[config.mk]
export PLATFORM = sky130hd
export DESIGN_NAME = grid_loader_flat
export DESIGN_NICKNAME = d
export VERILOG_FILES = /design/src/rtl/grid_loader_pkg.sv /design/src/rtl/grid_loader_if.sv /design/src/rtl/grid_char_decode.sv /design/src/rtl/grid_loader.sv /design/src/flat_wrapper.sv
export SDC_FILE = /design/constraint.sdc
export NUM_CORES = 1
export LEC_CHECK = 0
export BUFFER_PORTS_ARGS = -buffer_cell sky130_fd_sc_hd__buf_2
export CAP_MARGIN = 0
export CORE_UTILIZATION = 35
export CTS_CLUSTER_DIAMETER = 200
export DETAILED_ROUTE_END_ITERATION = 8
export PLACE_DENSITY_LB_ADDON = 0.12
export SYNTH_ARGS = -nofsm -noshare
export SYNTH_HDL_FRONTEND = slang
export SYNTH_SLANG_ARGS = --single-unit
export TNS_END_PERCENT = 20
[constraint.sdc]
create_clock -name clk -period 3.4 [get_ports clk]
set_input_delay 0 -clock clk [delete_from_list [all_inputs] [get_ports clk]]
set_output_delay 0 -clock clk [all_outputs]
set_load 0.02 [all_outputs]
[src/rtl/grid_loader_pkg.sv]
// grid_pkg: shared constants and types for the paper-roll grid loader.
//   CH_*            ASCII codes recognised in the input stream
//   loader_state_t  loader FSM state
//   char_class_t    decoded class of one input byte
package grid_pkg;

    localparam logic [7:0] CH_PAPER = 8'h40;   // '@'
    localparam logic [7:0] CH_EMPTY = 8'h2E;   // '.'
    localparam logic [7:0] CH_LF    = 8'h0A;   // '\n'
    localparam logic [7:0] CH_CR    = 8'h0D;   // '\r'

    typedef enum logic [1:0] {
        IDLE,
        LOAD,
        DONE,
        ERROR
    } loader_state_t;

    typedef enum logic [2:0] {
        CC_PAPER,
        CC_EMPTY,
        CC_EOL,
        CC_SKIP,
        CC_BAD
    } char_class_t;

endpackage

[src/rtl/grid_loader_if.sv]
// grid_loader_if: byte-stream valid/ready handshake into the grid loader.
//   in_data   8-bit ASCII byte (source -> loader)
//   in_valid  in_data is valid   (source -> loader)
//   in_ready  loader accepts a byte this cycle (loader -> source)
// Modports: master = byte source, slave = loader.
interface grid_loader_if;

    logic [7:0] in_data;
    logic       in_valid;
    logic       in_ready;

    modport master (
        output in_data,
        output in_valid,
        input  in_ready
    );

    modport slave (
        input  in_data,
        input  in_valid,
        output in_ready
    );

endinterface

[src/rtl/grid_char_decode.sv]
// grid_char_decode: combinational classifier for one input byte.
//   in_data     ASCII byte
//   char_class  CC_PAPER / CC_EMPTY / CC_EOL / CC_SKIP / CC_BAD
// Macro GRID_LOADER_CR_EN: when defined, carriage return is classed as
// CC_SKIP (so CRLF files load); otherwise it is CC_BAD.
module grid_char_decode
    import grid_pkg::*;
(
    input  logic [7:0]  in_data,
    output char_class_t char_class
);

    // Map the byte value onto its character class.
    always_comb begin
        char_class = CC_BAD;
        case (in_data)
            CH_PAPER: char_class = CC_PAPER;
            CH_EMPTY: char_class = CC_EMPTY;
            CH_LF:    char_class = CC_EOL;
`ifdef GRID_LOADER_CR_EN
            CH_CR:    char_class = CC_SKIP;
`else
            CH_CR:    char_class = CC_BAD;
`endif
            default:  char_class = CC_BAD;
        endcase
    end

endmodule

[src/rtl/grid_loader.sv]
// grid_loader: loads a DEPTH x WIDTH paper grid from an ASCII byte stream.
//   clk, rst_n   clock, asynchronous active-low reset
//   start        one-cycle pulse: clear grid and begin a new load
//   bus          grid_loader_if.slave (in_data / in_valid / in_ready)
//   mat          decoded grid, mat[row][col] = 1 for '@'
//   grid_valid   a complete, well-formed grid is held
//   err          malformed input seen since the last start (sticky)
//   rows_loaded  number of rows completed so far
// Macro GRID_LOADER_CR_EN: accept and ignore carriage returns.
module grid_loader
    import grid_pkg::*;
#(
    parameter int WIDTH = 16,
    parameter int DEPTH = 16
) (
    input  logic                         clk,
    input  logic                         rst_n,
    input  logic                         start,
    grid_loader_if.slave                 bus,
    output logic [WIDTH-1:0]             mat [DEPTH-1:0],
    output logic                         grid_valid,
    output logic                         err,
    output logic [$clog2(DEPTH+1)-1:0]   rows_loaded
);

    localparam int COL_W = $clog2(WIDTH + 1);
    localparam int ROW_W = $clog2(DEPTH + 1);

    loader_state_t    state_q, state_d;
    logic [COL_W-1:0] col_q, col_d;
    logic [ROW_W-1:0] row_q, row_d;
    logic [WIDTH-1:0] mat_q [DEPTH-1:0];
    logic [WIDTH-1:0] mat_d [DEPTH-1:0];
    logic             grid_valid_q, grid_valid_d;
    logic             err_q, err_d;

    char_class_t      char_class_s;
    logic             in_ready_s;
    logic             accept_s;
    logic             bit_val_s;

    grid_char_decode u_decode (
        .in_data    (bus.in_data),
        .char_class (char_class_s)
    );

    // A start pulse wins over a byte in the same cycle.
    assign in_ready_s = (state_q == LOAD) && !start;
    assign accept_s   = bus.in_valid && in_ready_s;
    assign bit_val_s  = (char_class_s == CC_PAPER);

    // Next-state, counter and matrix update for one accepted byte or start.
    always_comb begin
        state_d      = state_q;
        col_d        = col_q;
        row_d        = row_q;
        mat_d        = mat_q;
        grid_valid_d = grid_valid_q;
        err_d        = err_q;

        if (start) begin
            state_d      = LOAD;
            col_d        = {COL_W{1'b0}};
            row_d        = {ROW_W{1'b0}};
            grid_valid_d = 1'b0;
            err_d        = 1'b0;
            for (int r = 0; r < DEPTH; r++) begin
                mat_d[r] = {WIDTH{1'b0}};
            end
        end else if (accept_s) begin
            case (char_class_s)
                CC_PAPER, CC_EMPTY: begin
                    if (col_q < COL_W'(WIDTH)) begin
                        // Write only the cell addressed by (row_q, col_q).
                        for (int r = 0; r < DEPTH; r++) begin
                            for (int c = 0; c < WIDTH; c++) begin
                                if ((row_q == ROW_W'(r)) && (col_q == COL_W'(c))) begin
                                    mat_d[r][c] = bit_val_s;
                                end else begin
                                    mat_d[r][c] = mat_q[r][c];
                                end
                            end
                        end
                        col_d = col_q + COL_W'(1);
                    end else begin
                        state_d = ERROR;
                        err_d   = 1'b1;
                    end
                end
                CC_EOL: begin
                    if (col_q == COL_W'(WIDTH)) begin
                        col_d = {COL_W{1'b0}};
                        row_d = row_q + ROW_W'(1);
                        if (row_q == ROW_W'(DEPTH - 1)) begin
                            state_d      = DONE;
                            grid_valid_d = 1'b1;
                        end else begin
                            state_d = LOAD;
                        end
                    end else begin
                        // Short or empty line.
                        state_d = ERROR;
                        err_d   = 1'b1;
                    end
                end
                CC_SKIP: begin
                    state_d = LOAD;
                end
                default: begin
                    state_d = ERROR;
                    err_d   = 1'b1;
                end
            endcase
        end else begin
            state_d = state_q;
        end
    end

    // State, counter, flag and matrix registers.
    always_ff @(posedge clk or negedge rst_n) begin
        if (!rst_n) begin
            state_q      <= IDLE;
            col_q        <= {COL_W{1'b0}};
            row_q        <= {ROW_W{1'b0}};
            grid_valid_q <= 1'b0;
            err_q        <= 1'b0;
            for (int r = 0; r < DEPTH; r++) begin
                mat_q[r] <= {WIDTH{1'b0}};
            end
        end else begin
            state_q      <= state_d;
            col_q        <= col_d;
            row_q        <= row_d;
            grid_valid_q <= grid_valid_d;
            err_q        <= err_d;
            mat_q        <= mat_d;
        end
    end

    assign bus.in_ready = in_ready_s;
    assign mat          = mat_q;
    assign grid_valid   = grid_valid_q;
    assign err          = err_q;
    assign rows_loaded  = row_q;

endmodule

[src/flat_wrapper.sv]
// flat-port wrapper written by rule: the top's interface ports become plain ports
module grid_loader_flat import grid_pkg::*;
#(
    parameter int WIDTH = 16,
    parameter int DEPTH = 16
)
  (clk, rst_n, start, mat, grid_valid, err, rows_loaded, bus_in_data, bus_in_valid, bus_in_ready);
  grid_loader_if bus_i ();
  input  logic clk;
  input  logic rst_n;
  input  logic start;
  output logic [WIDTH-1:0] mat[DEPTH-1:0];
  output logic grid_valid;
  output logic err;
  output logic [$clog2(DEPTH+1)-1:0] rows_loaded;
  input wire logic [$bits(bus_i.in_data)-1:0] bus_in_data;
  input wire logic [$bits(bus_i.in_valid)-1:0] bus_in_valid;
  output wire logic [$bits(bus_i.in_ready)-1:0] bus_in_ready;
  assign bus_i.in_data = bus_in_data;
  assign bus_i.in_valid = bus_in_valid;
  assign bus_in_ready = bus_i.in_ready;
  grid_loader #(.WIDTH(WIDTH), .DEPTH(DEPTH)) u_core (.clk(clk), .rst_n(rst_n), .start(start), .bus(bus_i), .mat(mat), .grid_valid(grid_valid), .err(err), .rows_loaded(rows_loaded));
endmodule
==> qor_table.md, run 1 <==
| Step | Result | Value |
|:---|:---|:---|
| worst setup path | Crit-path leading delay family | simple AND/OR/NAND/NOR gates |
| worst setup path | Critical path type | flip-flop to flip-flop |
| power | Leakage dissipation | 0.00904 µW |
| worst setup path | Crit path max-delay cell type | dfrtp_1 |
| route | DR pass1 iterations | 4 |
| clock tree | Post-CTS clock slew at the launch and capture registers of the worst setup and hold paths | 0.06 ns |
| grt | Global-route usage over all layers | 23.1% |
| worst setup path | Data arrival, critical path | 2.80 ns |
| grt | Antenna violations before repair | 0 |
| grt | Total grt overflow | 0 |
| grt | Global-route wire length before repair | 67.4 mm |
| yosys | Sequential element share of the synthesized area | 50.5% |
| hold path | Class of the tightest hold or removal check | primary input to flip-flop |
| timing | Worst-Margin Slew | 0.981 ns |
| yosys | Commonest register cell after synthesis | dfrtp_1 |
| clock tree | Hold buffer count at CTS | 2 |
| yosys | Post-synthesis cell type with the largest combined area | dfrtp_1 |
| clock tree | Total number of H-tree levels | 2 |
| clock tree | Buffers inserted by post-CTS timing repair | 0 |
| flow run | Max_cap viols | 0 |
| layout | Final-layout fill cell count | 3,779 |
| layout | Synthesis-to-finish area growth | 22.6% |
| clock tree | Number of instances resized during post-cts repair | 0 |
| worst setup path | Worst Path Max Fanout | 7 |
| grt | Pin count of the biggest net entering global routing | 135 |
| yosys | Async set-reset flop share out of synthesis | 100% |
| yosys | Number of synthesized register bits | 270 |
| route | Post-detailed-routing wire length | 45.0 mm |
| clock tree | Buffer depth of the longest clock path | 3 |
| die | Total Die Area | 39,000 µm² |
| worst setup path | Type of element launching the critical path | flip-flop |
| yosys | Number of warnings printed during yosys synthesis | 0 |
| clock tree | CTS tree | yes |
| timing | Final setup skew | 0.0125 ns |
| yosys | Count of mapped cells out of synthesis | 1,322 |
| yosys | Syn_area_per_cell | 10.1 µm² |
| worst setup path | Required time at the worst-slack endpoint | 3.77 ns |
| timing | Setup repair after global routing missed its margin | no |
| layout | Combined area of the multi-input logic cells | 6260 µm² |
| route | Vias | 10,200 |
| yosys | Yosys top cell area share | 50.5% |
| layout | Final design utilization | 43.5% |
| yosys | Number of distinct standard cells referenced by the synthesized netlist | 41 |
| route | DRC Markers | 0 |
| route | Post-route antenna net violation count | 0 |
| clock tree | Clock tree sinks | 270 |
| clock tree | Cell at the root of the clock tree | clkbuf_16 |
| die | Row count | 71 |
| timing | Highest clock rate | 411 MHz |
| placement | Global placer's final weighted congestion | 0.843 |
| worst setup path | Cell-by-cell listing of the critical path | inv_1 > ha_1 > nor4bb_1 > nand4_1 > nor2_2 > mux2i_1 > nor2_1 |
| placement | Half-perimeter wire length of the detailed placement result | 29.8 mm |
| die | Die span in y | 197 µm |
| yosys | Number of enable flip-flop cells after synthesis | 0 |
| route | Via/cell ratio | 4.87 |
| clock tree | Number of buffers created by CTS | 35 |
| timing | Slew headroom | 34.6% |
| status | Outcome | finished, final reports clean |
| timing | Number of hold-slack violations in the final timing report | 0 |
| route | Drt wl/cell | 21.4 µm |
| grt | Number of global-route vias before repair | 10,400 |
| die | Initial core utilization | 35.5% |
| yosys | Synth Cell Area | 13,400 µm² |
| worst setup path | Number of buffer and inverter instances along the worst setup path | 1 |
| timing | Final clock period utilization by the worst path | 71.5% |
| die | Ports placed on the boundary | 276 |
| layout | Ant. Diodes | 0 |
| layout | Count of nets after finishing | 1,586 |
| yosys | Cells taking the most area after synthesis | dfrtp_1, mux2i_1, nand2b_1, nand2_1, nor2_1 |
| worst setup path | Maximum cell stage delay along the critical path | 0.42 ns |
| die | Horizontal die dimension | 197 µm |
| route | Drt initial violations | 573 |
| placement | IO buf count | 275 |
| timing | Number of slew-limit violations in the final report | 0 |
| worst setup path | Kind of end point of the critical path | flip-flop |
| timing | Setup violations, final | 0 |
| layout | Commonest non-fill, non-tap cells in the layout | buf_2, dfrtp_1, nand2b_1 |
| power | Cell area power density | 424 nW/µm² |
| die | Area of the core | 37,700 µm² |
| timing | Time the worst path needs with I/O delays and setup | 2.43 ns |
| worst setup path | Register-to-register path setup slack | 0.97 ns |
| timing | Total negative slack for setup checks | 0 ns |
| layout | Proportion of layout cells with a drive suffix above 1 | 22.6% |
| clock tree | Insertion delay of the later-clocked pin in the worst-skew pair | 0.52 ns |
| layout | Leading cell type in the layout, fill and taps excluded | buf_2 |
| power | Largest vdd supply drop | 0.253 mV |
| layout | Area taken by flip-flops and latches | 6760 µm² |
| yosys | Post-synthesis net count | 1,344 |
==> state kept, by name, summed over array words and instances (netlist names) <==
| name | count |
|---|---|
| u_core.state_q | 2 |
| u_core.rows_loaded | 5 |
| u_core.col_q | 5 |
| u_core.grid_valid | 1 |
| u_core.err | 1 |
| u_core.mat | 256 |
==> power breakdown <==
group	total [µW]	internal, µW	switching [µW]
registers	3220	3220	1.69
logic	214	69.8	145
clock network	3510	2080	1430
==> cells in the mapped netlist (8+ instances only) <==
master,instances
dfrtp_1,270
clkbuf_1,65
buf_2,27
inv_1,12
nand2_1,253
mux2i_1,258
ha_1,10
nor3_1,21
nand2b_1,261
nand3_1,13
nor2_1,75
nor3_2,8
==> routing by layer <==
| metal | up-vias | global-route usage [%] | part of all wire, % |
|---|---|---|---|
| met5 | - | 0 | 0 |
| met4 | 0 | 5.23 | 1.7 |
| met3 | 47 | 6.08 | 6.6 |
| met2 | 249 | 37.1 | 47 |
| met1 | 5125 | 31.1 | 44 |
| li1 | 4800 | - | - |
==> path summary, 6_finish.rpt <==
path / cells past startpoint / endpoint / startpoint
worst min register to register: 2 / u_core.err / u_core.err
min in group asynchronous: 2 / u_core.mat[23] / rst_n
worst max register to register: 7 / u_core.rows_loaded[1] / u_core.col_q[0]
worst max-delay path: 7 / u_core.rows_loaded[1] / u_core.col_q[0]
worst min-delay path: 6 / u_core.col_q[0] / bus_in_data[4]
max in group asynchronous: 3 / u_core.mat[130] / rst_n
==> tightest hold or removal path: cells and delay by family <==
kind | cells | cell delay [ns]
AND/OR/NAND/NOR | 2 | 0.17
buffers and inverters | 2 | 0.15
AO/OA/AOI/OAI | 2 | 0.18
==> per-stage QoR <==
| stage | instance area [µm²] | power [µW] | worst slack [ns] | hold WS [ns] | std cells |
|---|---|---|---|---|---|
| 6_report | 16400 | 6950 | 0.970 | 0.0302 | 2098 |
| 2_1_floorplan | 13400 | 3380 | 1.36 | -0.296 | 1322 |
| 3_3_place_gp | 15300 | 3500 | 1.01 | 0.0657 | 2036 |
| 3_5_place_dp | 15300 | 3490 | 0.999 | 0.0618 | 2036 |
| 5_1_grt | 16400 | 7200 | 0.834 | 0.0621 | 2098 |
| 4_1_cts | 16400 | 7060 | 1.02 | 0.0159 | 2098 |
==> area by class of cell <==
| cell class | instances | share of cell area, % |
|---|---|---|
| sequential | 270 | 41.2 |
| multi-input combinational | 948 | 38.2 |
| timing repair buffer | 297 | 9.92 |
| clock buffer | 50 | 5.99 |
| tap | 511 | 3.90 |
| clock inverter | 10 | 0.496 |
| inverter | 12 | 0.275 |
==> logic make-up (layout without fill, tap and decap cells) <==
| logic type | count (synthesis) | count (layout) | synth area share [%] |
|---|---|---|---|
| compound gates | 22 | 22 | 1.18 |
| xor+xnor | 3 | 3 | 0.197 |
| fa+ha+maj | 10 | 10 | 0.936 |
| buf+inv | 104 | 369 | 3.17 |
| flops | 270 | 270 | 50.5 |
| mux | 258 | 258 | 19.3 |
| simple gates | 655 | 655 | 24.6 |
No activity file was read; power rests on OpenSTA's default activity.
==> run 2: changes to the inputs <==
- clock period: 3.4 -> 2.2 ns (I/O delays scaled with it)
==> run 2 against run 1 <==
Total power up 56%. Die area unchanged. Setup slack worse by 0.92 ns. Count of clock-buffer cells in the layout up 4. Cell count up 3.2%. Global-route usage up 0.48 points. Critical path depth down 1. Core utilization up 1.9 points. Clock skew down 0.0037 ns. First-iteration DRC count up 22%. Sequential power up 54%. Critical endpoint is now u_core.mat[200].
==> qor_table.md, run 2 (synthesis gave the netlist of run 1 again) <==
| Step | Result | Value | Delta |
|:---|:---|:---|:---|
| clock tree | Cell at the root of the clock tree | clkbuf_16 | unchanged |
| power | Fraction of power spent switching nets | 22.3% | was 22.7% |
| route | Post-detailed-routing wire length | 46.1 mm | was 45.0 mm |
| placement | Half-perimeter wire length of the detailed placement result | 30.8 mm | was 29.8 mm |
| die | Row count | 71 | unchanged |
| clock tree | Total number of H-tree levels | 2 | unchanged |
| route | Via/cell ratio | 4.88 | was 4.87 |
| clock tree | Buffers inserted by post-CTS timing repair | 0 | unchanged |
| flow run | Max_cap viols | 0 | unchanged |
| placement | Total instance count after detailed placement | 2,105 | was 2,036 |
| die | Area of the core | 37,700 µm² | unchanged |
| clock tree | Buffer depth of the longest clock path | 3 | unchanged |
| worst setup path | RR Endpoint | u_core.mat[200] | was u_core.rows_loaded[1] |
| timing | Setup repair after global routing missed its margin | yes | was no |
| die | Horizontal die dimension | 197 µm | unchanged |
| layout | Count of nets after finishing | 1,654 | was 1,586 |
| route | Post-route antenna net violation count | 0 | unchanged |
| clock tree | Number of buffers created by CTS | 34 | was 35 |
| grt | Global-route wire length before repair | 69.2 mm | was 67.4 mm |
| worst setup path | Kind of end point of the critical path | flip-flop | unchanged |
| route | Drt wl/cell | 21.3 µm | was 21.4 µm |
| clock tree | Clock tree sinks | 270 | unchanged |
| timing | Highest clock rate | 465 MHz | was 411 MHz |
| power | Clock power frac | 50.8% | was 50.6% |
| timing | Number of hold-slack violations in the final timing report | 0 | unchanged |
| route | Vias | 10,600 | was 10,200 |
| power | Proportion of power drawn by flip-flops and latches | 45.8% | was 46.3% |
| route | DRC Markers | 0 | unchanged |
| layout | Proportion of layout cells with a drive suffix above 1 | 27.1% | was 22.6% |
| worst setup path | Cell count of the worst reg-to-reg path | 6 | was 7 |
| route | Drt initial violations | 700 | was 573 |
| hold path | Hold Path Origin | bus_in_valid | was bus_in_data[4] |
| layout | Layout Cell Area excl Fill | 17,100 µm² | was 16,400 µm² |
| die | Initial core utilization | 35.5% | unchanged |
| power | Pint | 8430 µW | was 5370 µW |
| clock tree | CTS tree | yes | unchanged |
| hold path | End of the worst hold path | u_core.state_q[1] | was u_core.col_q[0] |
| worst setup path | Type of element launching the critical path | flip-flop | unchanged |
| layout | Commonest non-fill, non-tap cells in the layout | buf_2, dfrtp_1, nand2b_1 | unchanged |
| grt | Total grt overflow | 0 | unchanged |
| layout | Flip-flop count of the largest register, all copies and words added | 256 | unchanged |
| worst setup path | Worst Path Max Fanout | 10 | was 7 |
| status | Outcome | finished, final reports clean | unchanged |
| layout | Synthesis-to-finish area growth | 27.8% | was 22.6% |
| power | Leakage dissipation | 0.00944 µW | was 0.00904 µW |
| timing | Time the worst path needs with I/O delays and setup | 2.15 ns | was 2.43 ns |
| route | DR pass1 iterations | 5 | was 4 |
| grt | Global-route usage over all layers | 23.6% | was 23.1% |
| placement | Global placer's final weighted congestion | 0.850 | was 0.843 |
| grt | Pin count of the biggest net entering global routing | 158 | was 135 |
| clock tree | Post-CTS clock slew at the launch and capture registers of the worst setup and hold paths | 0.06 ns | about the same |
| timing | Final clock period utilization by the worst path | 97.8% | was 71.5% |
| worst setup path | Data arrival, critical path | 2.50 ns | was 2.80 ns |
| placement | IO buf count | 275 | unchanged |
| power | Net switching power of the design | 2420 µW | was 1580 µW |
| die | Die span in y | 197 µm | unchanged |
| hold path | Class of the tightest hold or removal check | primary input to flip-flop | unchanged |
| grt | Antenna violations before repair | 0 | unchanged |
| worst setup path | Worst r2r src | u_core.col_q[4] | was u_core.col_q[0] |
| placement | Post-DP Area | 15,900 µm² | was 15,300 µm² |
| timing | Number of slew-limit violations in the final report | 0 | unchanged |
| hold path | Worst Hold Depth | 5 | was 6 |
| worst setup path | Register-to-register path setup slack | 0.05 ns | was 0.97 ns |
| clock tree | Insertion delay of the later-clocked pin in the worst-skew pair | 0.50 ns | was 0.52 ns |
| die | Ports placed on the boundary | 276 | unchanged |
| grt | Number of global-route vias before repair | 10,800 | was 10,400 |
| layout | Non-filler cells in the finished layout | 2,166 | was 2,098 |
| timing | Worst-Margin Slew | 0.806 ns | was 0.981 ns |
| timing | Slew headroom | 46.2% | was 34.6% |
| timing | Setup violations, final | 0 | unchanged |
| timing | Final setup skew | 0.00874 ns | was 0.0125 ns |
| die | Total Die Area | 39,000 µm² | unchanged |
| power | Largest vdd supply drop | 0.396 mV | was 0.253 mV |
| power | Cell area power density | 635 nW/µm² | was 424 nW/µm² |
| layout | Ant. Diodes | 0 | unchanged |
| power | Power share of the combinational group | 3.3% | was 3.1% |
| worst setup path | Required time at the worst-slack endpoint | 2.55 ns | was 3.77 ns |
| worst setup path | Critical path type | flip-flop to flip-flop | unchanged |
| layout | Leading cell type in the layout, fill and taps excluded | buf_2 | unchanged |
==> run 2: cell count changes in the layout (fill, tap and decap cells not counted), moves of 4 or more <==
| cell | change |
|---|---|
| clkbuf_8 | +4 |
| nor2_2 | +12 |
| clkinv_2 | -4 |
| buf_12 | +7 |
| buf_4 | +62 |
| nand2_2 | +4 |
| nor2_1 | -13 |
| nand2_1 | -4 |
==> run 2: per-stage QoR <==
| stage | utilization (%) | TNS [ns] | setup slack (ns) | total power [µW] | hold WS, ns |
|---|---|---|---|---|---|
| 6_report | 45.4 | 0 | 0.0491 | 10800 | 0.0329 |
| 5_1_grt | 45.4 | -0.579 | -0.0993 | 11200 | 0.0570 |
| 4_1_cts | 45.2 | 0 | 0.00385 | 11000 | 0.0117 |
| 3_5_place_dp | 42.2 | -0.0864 | -0.0402 | 5430 | 0.00328 |
| 3_3_place_gp | 42.2 | -0.0585 | -0.0371 | 5430 | -0.00216 |
| 2_1_floorplan | - | 0 | 0.157 | 5220 | -0.296 |
==> run 2: critical path, stage by stage (launching register included) <==
cell and delay [ns]:
dfrtp_1 0.49, nor2_1 0.40, nand3_1 0.36, nor2_1 0.35, buf_4 0.20, nand2_1 0.07, mux2i_1 0.13
==> run 2: repair_timing <==
action,in CTS,in global routing
hold buffers,2,0
pin swaps,0,0
endpoints found under the setup margin,10,84
endpoints found under the hold margin,254,0
gates resized for setup,3,19
==> run 2: final cells by class <==
type / instances / area [µm²]
fillers: 3707 / 20600
flip-flops and latches: 270 / 6760
multi-input cells: 948 / 6320
repair buffers: 366 / 2230
clock buffers: 54 / 1040
well taps: 511 / 639
clock inverters: 5 / 53.8
inverters: 12 / 45.0
==> run 2: worst max-delay path by stage <==
| stage | start | end | slack, ns | cells after the start |
|---|---|---|---|---|
| after global placement | u_core.col_q[0] | u_core.rows_loaded[1] | -0.04 | 9 |
| after floorplan | u_core.col_q[3] | u_core.mat[239] | 0.16 | 8 |
| after detailed placement | u_core.col_q[0] | u_core.mat[86] | -0.04 | 7 |
| after global routing | u_core.col_q[0] | u_core.rows_loaded[1] | -0.1 | 9 |
| after CTS | u_core.col_q[0] | u_core.mat[82] | 0.004 | 7 |
| final | u_core.col_q[4] | u_core.mat[200] | 0.05 | 6 |
==> run 2: power by group through the flow <==
stage          clock network [µW]  registers [µW]  logic [µW]
2_1_floorplan                   0            5070         152
3_3_place_gp                    0            5060         368
3_5_place_dp                    0            5060         368
4_1_cts                      5640            4970         372
5_1_grt                      5820            4970         397
6_report                     5510            4970         362
==> run 2: metal layers <==
metal / vias to the layer above / global-route usage (%) / wire length, µm
met5: - / 0 / 0
met4: 0 / 6.55 / 1160
met3: 64 / 5.46 / 2910
met2: 273 / 37.8 / 21500
met1: 5310 / 31.9 / 20500
li1: 4922 / - / -
==> run 3: changes to the inputs <==
- CTS_BUF_LIST: default -> sky130_fd_sc_hd__clkbuf_8
- clock period: 2.2 -> 2.3 ns (I/O delays scaled with it)
==> run 3 against run 2 <==
Clock skew is 0.012 ns higher. Sequential share of layout area is 0.71 points higher. Die area stayed put. Worst hold slack better by 0.0072 ns.
==> qor_table.md, run 3 (synthesis gave the netlist of run 1 again) <==
| Step | Result | Value | Delta |
|:---|:---|:---|:---|
| placement | Worst Setup Slack post-DPL | 0.0532 ns | was -0.0402 ns |
| timing | Hold_ws | 0.0400 ns | was 0.0329 ns |
| layout | Layout Cell Area excl Fill | 16,800 µm² | was 17,100 µm² |
| layout | Proportion of layout cells with a drive suffix above 1 | 25.5% | was 27.1% |
| worst setup path | Maximum cell stage delay along the critical path | 0.55 ns | was 0.49 ns |
| die | Horizontal die dimension | 197 µm | unchanged |
| clock tree | Number of buffers created by CTS | 49 | was 34 |
| flow run | Max_cap viols | 0 | unchanged |
| die | Area of the core | 37,700 µm² | unchanged |
| clock tree | Total number of H-tree levels | 2 | unchanged |
| worst setup path | Data arrival, critical path | 2.64 ns | was 2.50 ns |
| timing | Final worst setup slack | 0.131 ns | was 0.0491 ns |
| route | Vias | 10,600 | about the same |
| layout | Commonest non-fill, non-tap cells in the layout | buf_2, dfrtp_1, nand2b_1 | unchanged |
| timing | Number of hold-slack violations in the final timing report | 0 | unchanged |
| worst setup path | Number of buffer and inverter instances along the worst setup path | 0 | was 1 |
| timing | Final clock period utilization by the worst path | 94.3% | was 97.8% |
| layout | Synthesis-to-finish area growth | 25.6% | was 27.8% |
| timing | Worst-Margin Slew | 0.825 ns | was 0.806 ns |
| die | Total Die Area | 39,000 µm² | unchanged |
| grt | Total grt overflow | 0 | unchanged |
| route | Drt initial violations | 692 | was 700 |
| clock tree | Insertion delay of the later-clocked pin in the worst-skew pair | 0.63 ns | was 0.50 ns |
| layout | Final design utilization | 44.6% | was 45.4% |
| placement | Post-DP Area | 15,800 µm² | was 15,900 µm² |
| timing | Setup violations, final | 0 | unchanged |
| status | Outcome | finished, final reports clean | unchanged |
| worst setup path | Kind of end point of the critical path | flip-flop | unchanged |
| clock tree | Cell at the root of the clock tree | clkbuf_8 | was clkbuf_16 |
| clock tree | Buffer depth of the longest clock path | 3 | unchanged |
| route | Drt wl/cell | 21.0 µm | was 21.3 µm |
| hold path | Class of the tightest hold or removal check | primary input to asynchronous set/reset pin | was primary input to flip-flop |
| die | Row count | 71 | unchanged |
| timing | Setup repair after global routing missed its margin | yes | unchanged |
| grt | Number of global-route vias before repair | 10,700 | was 10,800 |
| route | DR pass1 iterations | 5 | unchanged |
| grt | Antenna violations before repair | 0 | unchanged |
| power | Leakage dissipation | 0.00939 µW | was 0.00944 µW |
| layout | Count of nets after finishing | 1,659 | was 1,654 |
| power | Cell area power density | 562 nW/µm² | was 635 nW/µm² |
| grt | Pin count of the biggest net entering global routing | 154 | was 158 |
| worst setup path | Crit path top cell by count | nor2_1 | unchanged |
| worst setup path | Required time at the worst-slack endpoint | 2.77 ns | was 2.55 ns |
| grt | Global-route wire length before repair | 68.5 mm | was 69.2 mm |
| route | Post-route antenna net violation count | 0 | unchanged |
| power | Largest vdd supply drop | 0.386 mV | was 0.396 mV |
| clock tree | CTS tree | yes | unchanged |
| layout | Ant. Diodes | 0 | unchanged |
| route | Via/cell ratio | 4.86 | was 4.88 |
| grt | Global-route usage over all layers | 23.5% | was 23.6% |
| timing | Number of slew-limit violations in the final report | 0 | unchanged |
| route | DRC Markers | 0 | unchanged |
| worst setup path | Crit path max-delay cell type | nor2_1 | was dfrtp_1 |
| clock tree | Clock tree sinks | 270 | unchanged |
| placement | Global placer's final weighted congestion | 0.866 | was 0.850 |
| worst setup path | Crit-path leading delay family | simple AND/OR/NAND/NOR gates | unchanged |
| worst setup path | Critical path type | flip-flop to flip-flop | unchanged |
| placement | Half-perimeter wire length of the detailed placement result | 30.3 mm | was 30.8 mm |
| timing | Time the worst path needs with I/O delays and setup | 2.17 ns | was 2.15 ns |
| die | Die span in y | 197 µm | unchanged |
| placement | IO buf count | 275 | unchanged |
| layout | Flip-flop count of the largest register, all copies and words added | 256 | unchanged |
| timing | Slew headroom | 45.0% | was 46.2% |
| clock tree | Post-CTS clock slew at the launch and capture registers of the worst setup and hold paths | 0.06 ns | about the same |
| route | Post-detailed-routing wire length | 45.8 mm | was 46.1 mm |
| layout | Leading cell type in the layout, fill and taps excluded | buf_2 | unchanged |
| worst setup path | Type of element launching the critical path | flip-flop | unchanged |
| worst setup path | Cell-by-cell listing of the critical path | nor2_1 > nand3_1 > nor2_1 > nand2_1 > mux2i_1 | was nor2_1 > nand3_1 > nor2_1 > buf_4 > nand2_1 > mux2i_1 |
| timing | Total negative slack for setup checks | 0 ns | unchanged |
| worst setup path | Worst Path Max Fanout | 10 | unchanged |
| timing | Highest clock rate | 461 MHz | was 465 MHz |
| die | Initial core utilization | 35.5% | unchanged |
| die | Ports placed on the boundary | 276 | unchanged |
| timing | Final setup skew | 0.0207 ns | was 0.00874 ns |
==> run 3: changes by cell type in the layout (fill, tap and decap cells not counted), moves of 3 or more <==
cell / change
nand2_1: +4
clkinv_2: -3
buf_4: -17
clkbuf_16: -35
nor2_1: +8
nand2_2: -4
inv_1: +24
dlygate4sd3_1: +7
clkbuf_8: +47
clkbuf_1: -10
nor2_2: -7
==> run 3: final cells by class <==
cell class / instances / area (µm²)
well taps: 511 / 639
repair buffers: 356 / 2180
fillers: 3769 / 20900
clock inverters: 27 / 115
flip-flops and latches: 270 / 6760
multi-input cells: 948 / 6270
clock buffers: 56 / 771
inverters: 12 / 45.0
==> run 3: worst reg2reg max path: stages (launching register included) <==
cell and delay [ns]:
dfrtp_1 0.52, nor2_1 0.36, nand3_1 0.31, nor2_1 0.55
nand2_1 0.14, mux2i_1 0.15
==> run 3: per-stage QoR <==
step | total power (µW) | std cells
2_1_floorplan | 4990 | 1322
3_3_place_gp | 5180 | 2087
3_5_place_dp | 5180 | 2087
4_1_cts | 9590 | 2180
5_1_grt | 9790 | 2180
6_report | 9430 | 2180
==> run 3: repair_timing <==
action,4_1_cts,5_1_grt
endpoints found under the hold margin,319,0
resized for setup,0,6
endpoints found under the setup margin,0,19
hold buffers,10,0
buffers inserted,0,0
==> run 3: power breakdown <==
part | internal (µW) | leakage (µW) | switching (µW) | total, µW
Clock | 2200 | 0.000540 | 2120 | 4320
Sequential | 4760 | 0.00377 | 3.36 | 4760
Combinational | 123 | 0.00509 | 226 | 349
==> run 3: final timing paths <==
kind	slack (ns)	endpoint	cells after the start	startpoint
setup / recovery	0.13	u_core.mat[89]	5	u_core.col_q[4]
setup reg to reg	0.13	u_core.mat[89]	5	u_core.col_q[4]
max in group asynchronous	1.85	u_core.mat[151]	3	rst_n
hold reg to reg	0.52	u_core.err	2	u_core.err
min in group clk	0.05	u_core.rows_loaded[3]	6	bus_in_data[2]
hold / removal	0.04	u_core.mat[43]	3	rst_n
==> run 3: metal layers <==
layer	part of all wire [%]	global-route usage [%]	vias to the layer above
met2	46	36.9	333
met1	44	31.5	5248
met5	0	0	-
li1	-	-	4935
met3	7.5	6.69	73
met4	2.4	6.92	0
